**src/rtl/sysid_checker_pkg.sv**
```systemverilog
// Shared types and constants for the system-ID checker: FSM states, slave word
// addresses, default expected words and the timeout counter sizing rule.
package sysid_checker_pkg;

  typedef enum logic [1:0] {
    StIdle,
    StRdId,
    StRdTs,
    StDone
  } state_e;

  localparam logic ADDR_ID = 1'b0;
  localparam logic ADDR_TS = 1'b1;

  localparam logic [31:0] DEFAULT_EXPECTED_ID = 32'hACD51302;
  localparam logic [31:0] DEFAULT_EXPECTED_TS = 32'h53104B65;

  function automatic int unsigned ctr_width(input int unsigned cycles);
    return $clog2(cycles + 1);
  endfunction

endpackage

```
**src/rtl/sysid_timeout_ctr.sv**
```systemverilog
// Per-read wait-state counter; expired is asserted on the stalled edge at which
// the count would reach TIMEOUT_CYCLES.
module sysid_timeout_ctr
  import sysid_checker_pkg::*;
#(
  parameter int unsigned TIMEOUT_CYCLES = 255
) (
  input  logic clock,
  input  logic reset,
  input  logic clear,
  input  logic enable,
  output logic expired
);

  localparam int unsigned W = ctr_width(TIMEOUT_CYCLES);
  localparam logic [W-1:0] LAST = W'(TIMEOUT_CYCLES - 1);

  logic [W-1:0] count;

  always_ff @(posedge clock or posedge reset) begin
    if (reset) begin
      count <= '0;
    end else if (clear) begin
      count <= '0;
    end else if (enable) begin
      count <= count + W'(1);
    end
  end

  // Combinational so the owning FSM can abort on the very edge the limit is hit.
  assign expired = enable && (count == LAST);

endmodule

```
**config.mk**
```make
export PLATFORM = sky130hd
export DESIGN_NAME = sysid_timeout_ctr
export DESIGN_NICKNAME = d
export VERILOG_FILES = /design/src/rtl/sysid_checker_pkg.sv /design/src/rtl/sysid_timeout_ctr.sv
export SDC_FILE = /design/constraint.sdc
export NUM_CORES = 1
export LEC_CHECK = 0
export ABC_AREA = 1
export CORE_AREA = 2 2 39 41
export DETAILED_ROUTE_END_ITERATION = 6
export DIE_AREA = 0 0 41 43
export PLACE_DENSITY_LB_ADDON = 0.15
export SLEW_MARGIN = 25
export SYNTH_ARGS = -nofsm -noshare
export SYNTH_HDL_FRONTEND = slang
export SYNTH_SLANG_ARGS = --single-unit
```
**constraint.sdc**
```tcl
create_clock -name clock -period 2.2 [get_ports clock]
set_input_delay 0.66 -clock clock [delete_from_list [all_inputs] [get_ports clock]]
set_output_delay 0.66 -clock clock [all_outputs]
set_load 0.02 [all_outputs]
```
==> results.md <==
- Placement-stage cell area: 566 sq um
- Cell leakage power: 0.278 nW
- Sequential share of power: 50.3%
- Largest family of logic cells by synthesized area: simple AND/OR/NAND/NOR gates
- Compound-Gate Fraction of Synth Area: 6.32%
- Final core utilization: 42.0%
- Via count: 392
- Top flop regs: count (8)
- H-tree depth: 1
- Drt first-iter violations: 18
- First-pass GRT wire length: 1.68 mm
- Die area: 1760 sq um
- RSZ-0062 raised after global routing: false
- Commonest non-fill, non-tap cells in the layout: 15 x nand2_1, 9 x inv_1, 8 x dfrtp_1, 6 x nor2_1
- Sequential area share after synthesis: 42.1%
- Sw frac: 24.6%
- Crit end category: primary output
- Commonest non-fill, non-tap cell in the layout: nand2_1
- Cells after synthesis: 60
- Root Driver: clkbuf_4
- Initial core utilization: 34.4%
- Gate power share: 11.4%
- DP HPWL: 682 um
- VDD IR max: 217 uV
- CP max FO: 2
- CTS Buf Count: 3
- ANT nets after route: 0
- Layout cell share with drive strength beyond 1: 22.5%
- Slew Viols, Final: 0
- Rows: 14
- Syn Nets: 66
- Cell area after layout: 582 sq um
- Clock share of power: 38.3%
- CP Launch Type: primary input
- Post-synthesis simple-gate area fraction: 39.2%
- Critical path's slowest cell: dlygate4sd2_1
- Largest stage delay on the critical path: 0.22 ns
- Area grow syn2layout: 22.4%
- Sw Pwr: 74.5 uW
- Worst-Skew Late Latency: 0.25 ns
- YS warnings: 0
- Cts repair resizes: 6
- CTS tree: yes
- Core area: 1380 sq um
- Xor/xnor cell area share of the yosys netlist: 0%
- Distinct cells, synth: 14
- Worst Path Arrival: 1.33 ns
- Hold buffer count at CTS: 0
- Final setup fails: 0
- CP bufs+invs: 2
- Setup CP Type: in -> out
- Syn_area_per_cell: 7.92 sq um
- Internal Power: 228 uW
- Final WL: 907 um
- Initial antenna violation count: 0
- Critical path's top delay family: buffers and inverters
- Fin nets: 79
- Post-detailed-route via-to-cell ratio: 4.51
- Port Buf Inserts: 4
- Max Buffers Root-to-Sink: 2
- Final hold vios: 0
- Setup TNS: 0 ns
- Max Clock Freq: 502 MHz
- Placer congestion estimate: 0.727
- DR WL/cell: 10.4 um
- Hold Crit Class: reg -> reg
- Mux cell area share after synthesis: 0%
- Crit path time final: 1.99 ns
- Outcome: finished clean
- Number of setup buffers added after CTS: 0
- Max-Cap Viols: 0
- Slew headroom: 78.4%
- Worst-path clk slew: 0.06 ns
- Clock Sinks: 8
- Number of synthesized register bits: 8
- WP data required: 1.54 ns
- I/O pin cnt: 5
- GRT overflow: 0
- Period Utilization, post-route: 90.6%
- Number of flip-flops in the largest register: 8
- Pwr/cell area: 520 nW/um^2
- Total iterations of the first detailed-routing run: 4
- Post-Synth Adder-Cell Area: 5.26%
- Worst Skew: 0.00702 ns
- Worst-Margin Slew: 0.323 ns
- Drt drc: 0
- Total track usage: 14.3%
- Crit path cell chain: dlygate4sd2_1 -> nand2_1 -> nor4_1 -> buf_2
- Die width: 41 um
- Largest net degree at the start of global routing: 9
- Ant. Diodes: 0
- Vias in the first global route: 389
- Largest register by flop count: count
- Die span in y: 43 um
- Area of the mapped netlist: 475 sq um
==> synthesized netlist by cell type, drive strengths merged <==
cell type / number / share of area [%]
nor4: 1 / 1.3
ha: 2 / 5.3
o21ai: 3 / 3.2
a21oi: 3 / 3.2
dfrtp: 8 / 42
nor2: 11 / 16
nand3: 5 / 6.3
nand2: 17 / 14
inv: 9 / 7.1
nand3b: 1 / 1.6
==> stage by stage <==
stage | std cells | hold slack (ns) | power, mW | setup slack (ns)
3_3_place_gp | 84 | 0.540 | 0.190 | -0.440
4_1_cts | 87 | 0.540 | 0.309 | 0.199
5_1_grt | 87 | 0.583 | 0.320 | 0.0716
2_1_floorplan | 60 | 0.476 | 0.172 | 0.216
3_5_place_dp | 84 | 0.526 | 0.191 | -0.469
6_report | 87 | 0.540 | 0.303 | 0.207
==> path summary, 6_finish.rpt <==
kind / cells after the start / slack, ns / to / startpoint
max: 4 / 0.21 / expired / enable
max in group asynchronous: 2 / 1.30 / count[2] / reset
min reg2reg: 2 / 0.54 / count[5] / count[5]
min in group asynchronous: 2 / 0.65 / count[5] / reset
max reg2reg: 6 / 1.01 / count[2] / count[0]
min: 2 / 0.54 / count[5] / count[5]
==> area by class of cell <==
type                    instances  area [sq um]
multi-input cells              43           241
fillers                       147           802
repair buffers                  8          63.8
inverters                       9          33.8
flip-flops and latches          8           200
well taps                      16          20.0
clock buffers                   3          22.5
==> metal layers <==
layer	up-vias	wire length, um	GRT usage (%)
met5	-	0	0
met1	168	455	19.5
met4	0	12	8.00
met3	2	36	4.71
met2	9	403	19.1
li1	213	-	-
==> power groups by stage <==
stage	registers (mW)	logic, mW	clock network (mW)
floorplan	0.157	0.0157	0
global placement	0.155	0.0356	0
detailed placement	0.155	0.0357	0
CTS	0.152	0.0353	0.121
global route	0.153	0.0400	0.128
finish	0.152	0.0345	0.116
==> logic make-up after synthesis <==
group / Yosys count
and+or+nand+nor: 35
DFF: 8
adders and majority gates: 2
AOI/OAI and AO/OA: 6
buffers and inverters: 9
==> tightest hold or removal path, delay by kind of cell, from the launching register on <==
family / cells / cell delay, ns
flip-flops: 1 / 0.37
AO/OA/AOI/OAI: 1 / 0.05
AND/OR/NAND/NOR: 1 / 0.08
No activity file was read; power rests on OpenSTA's default activity.
